### config.mk
export PLATFORM = sky130hd
export DESIGN_NAME = fixed_weight_loc_gen_flat
export DESIGN_NICKNAME = d
export VERILOG_FILES = /design/src/rtl/fixed_weight_loc_gen_pkg.sv /design/src/rtl/fixed_weight_loc_gen_if.sv /design/src/rtl/fixed_weight_loc_gen_mem.sv /design/src/rtl/fixed_weight_loc_gen.sv /design/src/flat_wrapper.sv
export SDC_FILE = /design/constraint.sdc
export NUM_CORES = 1
export LEC_CHECK = 0
export CORE_ASPECT_RATIO = 0.8
export CORE_UTILIZATION = 56
export DETAILED_ROUTE_END_ITERATION = 10
export PLACE_DENSITY = 0.77
export SLEW_MARGIN = 20
export SYNTH_ARGS = -nofsm -noshare
export SYNTH_HDL_FRONTEND = slang
export SYNTH_SLANG_ARGS = --single-unit
### constraint.sdc
create_clock -name clk -period 3.85 [get_ports clk]
set_clock_uncertainty 0.2 [all_clocks]
set_input_delay 0.77 -clock clk [delete_from_list [all_inputs] [get_ports clk]]
set_output_delay 0.77 -clock clk [all_outputs]
set_load 0.005 [all_outputs]
### src/rtl/fixed_weight_loc_gen_pkg.sv
// Shared HQC parameter-set constants used by the sparse multiplier and the
// fixed-weight location generator, plus a small weight saturation helper.
package fixed_weight_loc_gen_pkg;

  localparam int unsigned HQC_RAND_WIDTH = 32;

  localparam int unsigned HQC128_N          = 17669;
  localparam int unsigned HQC128_M          = 15;
  localparam int unsigned HQC128_WEIGHT     = 66;
  localparam int unsigned HQC128_MAX_WEIGHT = 75;

  localparam int unsigned HQC192_N          = 35851;
  localparam int unsigned HQC192_M          = 16;
  localparam int unsigned HQC192_WEIGHT     = 100;
  localparam int unsigned HQC192_MAX_WEIGHT = 114;

  localparam int unsigned HQC256_N          = 57637;
  localparam int unsigned HQC256_M          = 16;
  localparam int unsigned HQC256_WEIGHT     = 131;
  localparam int unsigned HQC256_MAX_WEIGHT = 149;

  localparam int unsigned HQC128_LOG_MAX_WEIGHT = $clog2(HQC128_MAX_WEIGHT);
  localparam int unsigned HQC192_LOG_MAX_WEIGHT = $clog2(HQC192_MAX_WEIGHT);
  localparam int unsigned HQC256_LOG_MAX_WEIGHT = $clog2(HQC256_MAX_WEIGHT);

  // Clamp a requested weight to the location RAM depth.
  function automatic int unsigned sat_weight(input int unsigned w, input int unsigned max_w);
    return (w > max_w) ? max_w : w;
  endfunction

endpackage

### src/rtl/fixed_weight_loc_gen_if.sv
// Control, random-stream and location read-port bundle of the location
// generator.
//   master: start/weight, rand_in/rand_valid, loc_rd_addr (driver side)
//   slave : rand_ready, loc_rd_data, busy, done (generator side)
interface fixed_weight_loc_gen_if #(
  parameter int unsigned M              = fixed_weight_loc_gen_pkg::HQC128_M,
  parameter int unsigned LOG_MAX_WEIGHT = fixed_weight_loc_gen_pkg::HQC128_LOG_MAX_WEIGHT,
  parameter int unsigned RAND_WIDTH     = fixed_weight_loc_gen_pkg::HQC_RAND_WIDTH
);

  logic                      start;
  logic [LOG_MAX_WEIGHT-1:0] weight;
  logic [RAND_WIDTH-1:0]     rand_in;
  logic                      rand_valid;
  logic                      rand_ready;
  logic [LOG_MAX_WEIGHT-1:0] loc_rd_addr;
  logic [M-1:0]              loc_rd_data;
  logic                      busy;
  logic                      done;

  modport master (
    output start, weight, rand_in, rand_valid, loc_rd_addr,
    input  rand_ready, loc_rd_data, busy, done
  );

  modport slave (
    input  start, weight, rand_in, rand_valid, loc_rd_addr,
    output rand_ready, loc_rd_data, busy, done
  );

endinterface

### src/rtl/fixed_weight_loc_gen_mem.sv
// Single-port location RAM with a registered read port (1-cycle latency).
// Contents are never cleared; only the read register is reset.
//   clk, rst : clock, async active-high reset of the read register
//   we       : write enable for addr/wdata
//   addr     : shared read/write address
//   rdata    : registered read data of addr
module fixed_weight_loc_gen_mem
  import fixed_weight_loc_gen_pkg::*;
#(
  parameter int unsigned WIDTH = HQC128_M,
  parameter int unsigned DEPTH = HQC128_MAX_WEIGHT
) (
  input  logic                     clk,
  input  logic                     rst,
  input  logic                     we,
  input  logic [$clog2(DEPTH)-1:0] addr,
  input  logic [WIDTH-1:0]         wdata,
  output logic [WIDTH-1:0]         rdata
);

  localparam int unsigned AW = $clog2(DEPTH);

  logic [WIDTH-1:0] mem_q [DEPTH];
  logic [WIDTH-1:0] rdata_q;
  logic [WIDTH-1:0] rdata_d;
  logic             in_range_c;

  // Addresses past the last word read as zero and ignore writes.
  assign in_range_c = ({1'b0, addr} < (AW+1)'(DEPTH));

  always_ff @(posedge clk) begin
    if (we && in_range_c) begin
      mem_q[addr] <= wdata;
    end
  end

  always_comb begin
    rdata_d = '0;
    if (in_range_c) begin
      rdata_d = mem_q[addr];
    end
  end

  always_ff @(posedge clk or posedge rst) begin
    if (rst) begin
      rdata_q <= '0;
    end else begin
      rdata_q <= rdata_d;
    end
  end

  assign rdata = rdata_q;

endmodule

### src/rtl/fixed_weight_loc_gen.sv
// Fixed-weight support generator for the HQC sparse multiplier operand.
// Draws M-bit candidates from a random word stream, rejects values >= N and
// duplicates of already stored positions, and stores the accepted positions
// in acceptance order in a location RAM whose read port feeds the multiplier.
//   clk, rst : clock, async active-high reset
//   bus      : start/weight in, rand_in/rand_valid/rand_ready stream,
//              loc_rd_addr/loc_rd_data read port, busy/done status
module fixed_weight_loc_gen
  import fixed_weight_loc_gen_pkg::*;
#(
  parameter int unsigned N          = HQC128_N,
  parameter int unsigned M          = HQC128_M,
  parameter int unsigned MAX_WEIGHT = HQC128_MAX_WEIGHT,
  parameter int unsigned RAND_WIDTH = HQC_RAND_WIDTH
) (
  input logic                   clk,
  input logic                   rst,
  fixed_weight_loc_gen_if.slave bus
);

  localparam int unsigned LOG_MAX_WEIGHT = $clog2(MAX_WEIGHT);
  localparam int unsigned LW             = LOG_MAX_WEIGHT;

  typedef enum logic [2:0] {
    ST_IDLE,
    ST_FETCH,
    ST_CHECK,
    ST_WRITE,
    ST_DONE
  } state_e;

  state_e          state_q, state_d;
  logic [LW-1:0]   w_q, w_d;
  logic [LW-1:0]   count_q, count_d;
  logic [LW-1:0]   scan_q, scan_d;
  logic [M-1:0]    cand_q, cand_d;
  logic            rd_pend_q, rd_pend_d;
  logic            rand_ready_q, rand_ready_d;
  logic            busy_q, busy_d;
  logic            done_q, done_d;

  logic [M-1:0]    cand_c;
  logic            cand_ok_c;
  logic            xfer_c;
  logic [LW-1:0]   weight_sat_c;
  logic            mem_we_c;
  logic [LW-1:0]   int_addr_c;
  logic [LW-1:0]   mem_addr_c;
  logic [M-1:0]    mem_rdata;

  assign cand_c       = bus.rand_in[M-1:0];
  assign cand_ok_c    = ({1'b0, cand_c} < (M+1)'(N));
  assign xfer_c       = bus.rand_valid && rand_ready_q;
  assign weight_sat_c = LW'(sat_weight(32'(bus.weight), MAX_WEIGHT));

  // Upper random bits carry no information for the candidate.
  if (RAND_WIDTH > M) begin : g_rand_hi
    logic unused_rand_hi;
    assign unused_rand_hi = ^bus.rand_in[RAND_WIDTH-1:M];
  end

  // Next-state and datapath control.
  always_comb begin
    state_d    = state_q;
    w_d        = w_q;
    count_d    = count_q;
    scan_d     = scan_q;
    cand_d     = cand_q;
    rd_pend_d  = 1'b0;
    mem_we_c   = 1'b0;
    int_addr_c = scan_q;

    case (state_q)
      ST_IDLE: begin
        if (bus.start) begin
          w_d     = weight_sat_c;
          count_d = '0;
          state_d = (weight_sat_c == '0) ? ST_DONE : ST_FETCH;
        end
      end

      ST_FETCH: begin
        if (xfer_c && cand_ok_c) begin
          cand_d  = cand_c;
          scan_d  = '0;
          state_d = (count_q == '0) ? ST_WRITE : ST_CHECK;
        end
      end

      // One read issued per cycle; each result is compared the cycle after.
      ST_CHECK: begin
        if (rd_pend_q && (mem_rdata == cand_q)) begin
          state_d = ST_FETCH;
        end else if (scan_q < count_q) begin
          scan_d    = scan_q + LW'(1);
          rd_pend_d = 1'b1;
        end else begin
          state_d = ST_WRITE;
        end
      end

      ST_WRITE: begin
        mem_we_c   = 1'b1;
        int_addr_c = count_q;
        count_d    = count_q + LW'(1);
        state_d    = ((count_q + LW'(1)) == w_q) ? ST_DONE : ST_FETCH;
      end

      ST_DONE: begin
        state_d = ST_IDLE;
      end

      default: begin
        state_d = ST_IDLE;
      end
    endcase

    // Status outputs are registered images of the next state.
    rand_ready_d = (state_d == ST_FETCH);
    busy_d       = (state_d != ST_IDLE);
    done_d       = (state_d == ST_DONE);
  end

  always_ff @(posedge clk or posedge rst) begin
    if (rst) begin
      state_q      <= ST_IDLE;
      w_q          <= '0;
      count_q      <= '0;
      scan_q       <= '0;
      cand_q       <= '0;
      rd_pend_q    <= 1'b0;
      rand_ready_q <= 1'b0;
      busy_q       <= 1'b0;
      done_q       <= 1'b0;
    end else begin
      state_q      <= state_d;
      w_q          <= w_d;
      count_q      <= count_d;
      scan_q       <= scan_d;
      cand_q       <= cand_d;
      rd_pend_q    <= rd_pend_d;
      rand_ready_q <= rand_ready_d;
      busy_q       <= busy_d;
      done_q       <= done_d;
    end
  end

  // The generator owns the RAM port while busy; otherwise the multiplier does.
  assign mem_addr_c = busy_q ? int_addr_c : bus.loc_rd_addr;

  fixed_weight_loc_gen_mem #(
    .WIDTH (M),
    .DEPTH (MAX_WEIGHT)
  ) u_loc_mem (
    .clk   (clk),
    .rst   (rst),
    .we    (mem_we_c),
    .addr  (mem_addr_c),
    .wdata (cand_q),
    .rdata (mem_rdata)
  );

  assign bus.rand_ready  = rand_ready_q;
  assign bus.loc_rd_data = mem_rdata;
  assign bus.busy        = busy_q;
  assign bus.done        = done_q;

endmodule
### src/flat_wrapper.sv
// flat-port wrapper written by rule: the top's interface ports become plain ports
module fixed_weight_loc_gen_flat import fixed_weight_loc_gen_pkg::*;
#(
  parameter int unsigned N          = HQC128_N,
  parameter int unsigned M          = HQC128_M,
  parameter int unsigned MAX_WEIGHT = HQC128_MAX_WEIGHT,
  parameter int unsigned RAND_WIDTH = HQC_RAND_WIDTH
)
  (clk, rst, bus_start, bus_weight, bus_rand_in, bus_rand_valid, bus_loc_rd_addr, bus_rand_ready, bus_loc_rd_data, bus_busy, bus_done);
  fixed_weight_loc_gen_if #(.M(M), .RAND_WIDTH(RAND_WIDTH)) bus_i ();
  input logic clk;
  input logic rst;
  input wire logic [$bits(bus_i.start)-1:0] bus_start;
  input wire logic [$bits(bus_i.weight)-1:0] bus_weight;
  input wire logic [$bits(bus_i.rand_in)-1:0] bus_rand_in;
  input wire logic [$bits(bus_i.rand_valid)-1:0] bus_rand_valid;
  input wire logic [$bits(bus_i.loc_rd_addr)-1:0] bus_loc_rd_addr;
  output wire logic [$bits(bus_i.rand_ready)-1:0] bus_rand_ready;
  output wire logic [$bits(bus_i.loc_rd_data)-1:0] bus_loc_rd_data;
  output wire logic [$bits(bus_i.busy)-1:0] bus_busy;
  output wire logic [$bits(bus_i.done)-1:0] bus_done;
  assign bus_i.start = bus_start;
  assign bus_i.weight = bus_weight;
  assign bus_i.rand_in = bus_rand_in;
  assign bus_i.rand_valid = bus_rand_valid;
  assign bus_i.loc_rd_addr = bus_loc_rd_addr;
  assign bus_rand_ready = bus_i.rand_ready;
  assign bus_loc_rd_data = bus_i.loc_rd_data;
  assign bus_busy = bus_i.busy;
  assign bus_done = bus_i.done;
  fixed_weight_loc_gen #(.N(N), .M(M), .MAX_WEIGHT(MAX_WEIGHT), .RAND_WIDTH(RAND_WIDTH)) u_core (.clk(clk), .rst(rst), .bus(bus_i));
endmodule
**Yosys cells after proc, flatten, opt, wreduce, memory -nomap -nowiden**

Memory sizes are Yosys's and may differ from the RTL's.
Cells that the tools add are included.
Widths: inputs -> output; s select.

- Logic and storage cells: 66
- Input port bits: 50
- Bits in writable memories: 1125
- Register bits after elaboration: 58
- Output and inout port bits: 18
- Memories: 1

Memories:

| memory | words | width | rd ports | clocked after Yosys merged registers in | write ports | line | RTL |
|---|---|---|---|---|---|---|---|
| u_core.u_loc_mem.mem_q | 75 | 15 | 1 | 0 | 1 | fixed_weight_loc_gen_mem.sv:23 | `logic [WIDTH-1:0] mem_q [DEPTH];` |

- Add/subtract/negate cells: 2
- $lt $le $gt $ge: 4
- Reductions and logical operators: 14
- Mux-type cells: 24
- Eq/ne operators: 11

Operator list:

| cell | count |
|---|---|
| $mux 7 | 7 |
| $pmux 7 s2 | 2 |
| $mux 3 | 6 |
| $eq 15x15->1 | 1 |
| $lt 15x15->1 const B | 1 |
| $mux 15 | 1 |
| $add 7x1->7 const B | 2 |
| $logic_not 7->1 | 2 |
| $pmux 3 s4 | 1 |
| $eq 7x7->1 | 1 |
| $gt 7x7->1 const B | 1 |
| $lt 7x7->1 | 1 |
| $lt 7x7->1 const B | 1 |
| $mux 1 | 7 |
| $eq 3x1->1 const B | 2 |
| $eq 3x2->1 const B | 2 |
| $reduce_and 2->1 | 3 |
| $logic_and 1x1->1 | 4 |
| $ne 2x1->1 const B | 2 |
| $ne 2x2->1 const B | 2 |
| $reduce_and 4->1 | 1 |
| $reduce_bool 2->1 | 2 |
| $eq 3x3->1 const B | 1 |
| $logic_not 3->1 | 1 |
| $reduce_bool 3->1 | 1 |

**Longest topological paths before layout**

- Word-level depth: 7
- Depth in mapped cells: 14
- Depth with buffers taken out: 10

**Cells and area by module**

Synthesis repeated with hierarchy kept, for this count alone.

- Cells, all modules: 2619
- Area total of the unflattened synthesis: 46676.0 µm²

By module, submodules not included:

| module | cells an instance | area an instance (µm²) | seq. area each (µm²) | instances |
|---|---|---|---|---|
| fixed_weight_loc_gen_mem | 2353 | 44087.3 | 34157.8 | 1 |
| fixed_weight_loc_gen | 266 | 2588.7 | 1076.0 | 1 |

**Least setup slack after synthesis**

Ideal clock, no wire load.

- Kind: register to register
- Start point: reg u_core.state_q[2]
- End point: mem u_core.u_loc_mem.mem_q[64][0] in the netlist's numbering (enable)
- Clock period less this slack: 3802 ps
- Data required time: 3264 ps
- Path buffers: 5
- Cell stages (with the launch flop): 11
- Library setup time: 386 ps
- Arrival: 3216 ps
- Setup slack: 48 ps
- Cell sequence: dfrtp_1 > nand3b_1 > a211oi_2 > or2_1 > buf_2 > buf_2 > buf_2 > buf_2 > clkbuf_1 > nand3_1 > nor2_1

- Word-level cells in the longest chain between the ends: 7
- Elaborated cells on any way between the ends: 8
- Classes of those cells: order compare (1); eq/ne (1); mux (5); reduce/logical (1)

RTL lines:

| item | line | RTL |
|---|---|---|
| from (decl) | fixed_weight_loc_gen.sv:32 | `state_e state_q, state_d;` |
| from (signal assigned) | fixed_weight_loc_gen.sv:136 | `state_q <= state_d;` |
| $eq 3x2->1 (*) | fixed_weight_loc_gen.sv:73 | `case (state_q)` |
| $mux 7 | fixed_weight_loc_gen.sv:73 |  |
| $mux 7 | fixed_weight_loc_gen.sv:149 | `assign mem_addr_c = busy_q ? int_addr_c : bus.loc_rd_addr;` |
| $lt 7x7->1 | fixed_weight_loc_gen_mem.sv:29 | `assign in_range_c = ({1'b0, addr} < (AW+1)'(DEPTH));` |
| $logic_and 1x1->1 | fixed_weight_loc_gen_mem.sv:32 | `if (we && in_range_c) begin` |
| $mux 1 | fixed_weight_loc_gen_mem.sv:32 |  |
| $mux 1 (not written as such) | fixed_weight_loc_gen_mem.sv:33 | `mem_q[addr] <= wdata;` |
| to (decl) | fixed_weight_loc_gen_mem.sv:23 |  |

Every way passes the cells marked *; elsewhere a longest branch is shown, timed or not.

**Final worst setup path**

- Start point: reg u_core.state_q[2]
- End point: reg u_core.u_loc_mem.rdata_q[4], in the netlist u_core.u_loc_mem.rdata[4]

- Word-level cells in the longest chain between the ends: 5
- Elaborated cells on any way between the ends: 6
- Classes of those cells: order compare (1); eq/ne (1); mux (3); memory (1)

RTL lines:

| item | line | RTL |
|---|---|---|
| $eq 3x2->1 (*) | fixed_weight_loc_gen.sv:73 |  |
| $mux 7 (*) | fixed_weight_loc_gen.sv:73 |  |
| $mux 7 (*) | fixed_weight_loc_gen.sv:149 |  |
| $mem_v2 75x15 or $lt 7x7->1 (tied branches) | -- |  |
| $mux 15 (*) | fixed_weight_loc_gen_mem.sv:39 | `if (in_range_c) begin` |
| via u_core.u_loc_mem.rdata_d[4] | fixed_weight_loc_gen_mem.sv:25 | `logic [WIDTH-1:0] rdata_d;` |
| to (signal assigned) | fixed_weight_loc_gen_mem.sv:48 | `rdata_q <= rdata_d;` |
| to (decl) | fixed_weight_loc_gen_mem.sv:24 | `logic [WIDTH-1:0] rdata_q;` |

The timed path passes the listed nets; every way through them passes the cells marked *.
A chain may end at the register's enable or synchronous reset.

==> summary.txt <==
Clk Latency, worst-skew pair: 0.71 ns
RSZ-0062 raised after global routing: true
Clock sink count: 1183
CTS tree: yes
Yosys reg bits: 1183
Period minus WS final: 3.87 ns
Placed Instances: 4311
Hold slack: 0.337 ns
Post-Syn Area per Cell: 15.6 sq um
Power per cell area: 859 nW/um^2
Critical Path AT: 4.26 ns
Layout Nets: 3447
CTS max path bufs: 3
Flop-to-flop setup slack: -0.02 ns
CTS clk-pin slew, worst paths: 0.07 ns
Setup slack at placement: -0.610 ns
Ys flop type: edfxtp_1
Yosys Warn Count: 0
Mapped Area: 45200 sq um
Vias in the first global route: 30207
Via count: 31378
Min-delay src: u_core.w_q[6]
Total CTS buffers: 105
Die X: 320 microns
VDD IR max: 989 uV
CP max FO: 15
Asr flop ratio synth: 4.90%
Post-synth net total: 2960
I/O Pins: 68
# fillers: 4755
Register area share after synthesis: 78.0%
LEAKAGE: 18.4 nW
First-pass GRT wire length: 209 mm
RD Place Congestion: 0.988
Area growth syn-to-layout: 22.0%
Detail Placement HPWL: 92.8 mm
Fin crit share: 100%
Hold Violations, Final: 0
R2R depth: 13
Max transition margin: 29.9%
Worst-margin pin slew: 1.05 ns
Pin count of the biggest net entering global routing: 77
Starting Density: 56.9%
Crit path from: u_core.state_q[2]
Die area: 81800 sq um
Starting DRT DRC Count: 5801
WP data required: 4.24 ns
Share of layout cells above drive strength 1: 20.9%
Synth Instances: 2901
CP Capture Type: register
Chip height: 256 microns
PortBufs: 50
Synth unique cells: 77
Crit Reg-Reg Endpoint: u_core.u_loc_mem.rdata[4]
Max-Cap Viols: 0
Number of synthesized flops with an enable pin: 1125
Hold path endpoint: u_core.w_q[6]
DRT Pass-1 Iters: 8
Via/cell ratio: 6.96
F_max: 0.259 GHz
Total Wirelength: 146 mm
Post-CTS Hold Fix Bufs: 0
Hold Path Depth: 2
Routed Antenna Nets: 0
Failing checks: negative setup slack
Endpoints failing setup: 1
Total track usage: 35.6%
DRC: 0
Worst setup SP type: register
Clk root buf: clkbuf_16
Non-Filler Instances: 4511
Status: finished with violations
Post-DR wirelength/cell: 32.4 microns
Cell Rows: 92
CORE AREA: 79300 sq um
Critical R2R Launch: u_core.state_q[2]
Critical path class: register to register
Total grt overflow: 0
Fin. max-slew vios: 0
Antenna violations before repair: 4
Final setup margin: -0.0156 ns
Type of the worst min-delay path: register to register
H-tree depth: 3
## worst max-delay path: stages (launching register included)
cell and delay (ns):
dfrtp_1 0.41, and3b_2 0.33, mux2_4 0.37, o211a_1 0.38, buf_4 0.20, nand2_2 0.13, buf_12 0.18, buf_12 0.17
o22ai_1 0.12, or3_1 0.40, a21oi_1 0.36, buf_4 0.18, nor3_1 0.05, nor4_1 0.27
## routing by layer
| layer | global-route usage (%) | share of wire [%] |
|---|---|---|
| met1 | 50.4 | 36 |
| met4 | 14.2 | 4.4 |
| met2 | 51.5 | 43 |
| met3 | 11.5 | 16 |
| met5 | 0 | 0.039 |
## through the flow
stage	instance area, sq um	utilization (%)	total power, W	TNS (ns)
finish	55100	69.5	0.0473	-0.0156
global route	55100	69.5	0.0483	-0.379
CTS	55000	69.4	0.0464	0
detailed placement	51600	65.1	0.0360	-104.94
global placement	51600	65.1	0.0354	-94.94
floorplan	45200	-	0.0252	0
## final cells by class
cell class                      count  area, sq um  share of cell area (%)
Timing Repair Buffer              557         5850                    10.6
Antenna cell                        1         2.50                 0.00454
Clock inverter                     71          688                    1.25
Clock buffer                      124         2700                    4.90
Sequential cell                  1183        35300                    64.0
Multi-Input combinational cell   1523         9250                    16.8
Inverter                           18         67.6                   0.123
Tap cell                         1034         1290                    2.35
## flip-flops by register name, summed over array words and instances (netlist names)
signal                  count
u_core.bus.done             1
u_core.u_loc_mem.mem_q   1125
u_core.count_q              7
u_core.bus.rand_ready       1
u_core.cand_q              15
u_core.scan_q               7
u_core.w_q                  7
u_core.bus.busy             1
u_core.u_loc_mem.rdata     15
u_core.state_q              3
u_core.rd_pend_q            1
## kinds of logic (layout without fill, tap and decap cells)
logic type                 after synthesis  count (layout)  synth area share, %
muxes                                   55              55                 1.29
AOI/OAI and AO/OA                      745             745                 11.4
adders and majority gates                9               9                0.249
xor gates and xnor gates                32              32                0.621
other                                    0               1                    0
DFF                                   1183            1183                 78.0
buffers and inverters                  195             770                 1.89
and+or+nand+nor                        682             682                 6.54
## power by group
part	switching (W)	internal (W)	total [W]	leakage, nW
combinational	0.0130	0.00709	0.0201	5.93
clock	0.00469	0.00577	0.0105	1.65
sequential	0.000433	0.0163	0.0168	10.8
## cell usage in the layout (no fill, tap or decap), drive strengths merged, types with 22 or more instances in the layout
cell / Yosys / routed
o22a: 35 / 35
nor2: 258 / 258
o22ai: 209 / 209
dfrtp: 58 / 58
o21ai: 93 / 93
a21oi: 102 / 102
o211ai: 28 / 28
buf: 116 / 507
edfxtp: 1125 / 1125
clkdlybuf4s50: 0 / 50
a31oi: 31 / 31
o221ai: 110 / 110
nor4: 28 / 28
nand3: 60 / 60
inv: 18 / 22
clkinv: 0 / 55
clkbuf: 61 / 124
nand2: 237 / 237
nor3: 40 / 40
mux2: 22 / 22
mux2i: 33 / 33
xnor2: 25 / 25
## cell usage after synthesis (6+ instances only)
| library cell | instances | area share [%] |
|---|---|---|
| edfxtp_1 | 1125 | 75 |
| nor2_1 | 257 | 2.1 |
| nand2_1 | 236 | 2.0 |
| o22ai_1 | 209 | 2.9 |
| o221ai_1 | 109 | 2.1 |
| a21oi_1 | 102 | 1.1 |
| o21ai_0 | 92 | 1.0 |
| buf_2 | 87 | 0.96 |
| clkbuf_1 | 61 | 0.51 |
| nand3_1 | 60 | 0.66 |
| dfrtp_1 | 58 | 3.2 |
| nor3_1 | 40 | 0.44 |
| o22a_1 | 35 | 0.68 |
| mux2i_1 | 33 | 0.73 |
| a31oi_1 | 31 | 0.43 |
| nor4_1 | 27 | 0.37 |
| o211ai_1 | 27 | 0.45 |
| buf_1 | 26 | 0.22 |
| xnor2_1 | 25 | 0.48 |
| mux2_2 | 21 | 0.52 |
| inv_1 | 18 | 0.15 |
| a2111oi_0 | 15 | 0.29 |
| nand4_1 | 14 | 0.19 |
| o31a_1 | 13 | 0.25 |
| o31ai_1 | 13 | 0.22 |
| a211oi_1 | 12 | 0.20 |
| a32oi_1 | 10 | 0.19 |
| a21o_1 | 9 | 0.15 |
| ha_1 | 9 | 0.25 |
| or3_1 | 9 | 0.12 |
| a221oi_1 | 7 | 0.14 |
| a22oi_1 | 7 | 0.12 |
| o2111ai_1 | 7 | 0.14 |
| xor2_1 | 7 | 0.14 |
| a22o_1 | 6 | 0.12 |
| nor2b_1 | 6 | 0.083 |
## how the worst max path moves through the flow
| stage | slack, ns | endpoint | cells past startpoint |
|---|---|---|---|
| 3_5_place_dp | -0.61 | u_core.u_loc_mem.rdata[9] | 14 |
| 5_1_grt | -0.03 | u_core.u_loc_mem.mem_q[67][4] | 15 |
| 3_3_place_gp | -0.52 | u_core.u_loc_mem.rdata[0] | 13 |
| 4_1_cts | 0.007 | u_core.u_loc_mem.mem_q[3][14] | 13 |
| 6_report | -0.02 | u_core.u_loc_mem.rdata[4] | 13 |
| 2_1_floorplan | 0.05 | u_core.u_loc_mem.mem_q[64][0] | 10 |
## what timing repair did
item | CTS | global route
buffers inserted | 3 | 2
pin swaps | 2 | 1
endpoints found under the setup margin | 269 | 398
resized for setup | 10 | 11
Note: power is estimated with default switching activity, not from simulation.
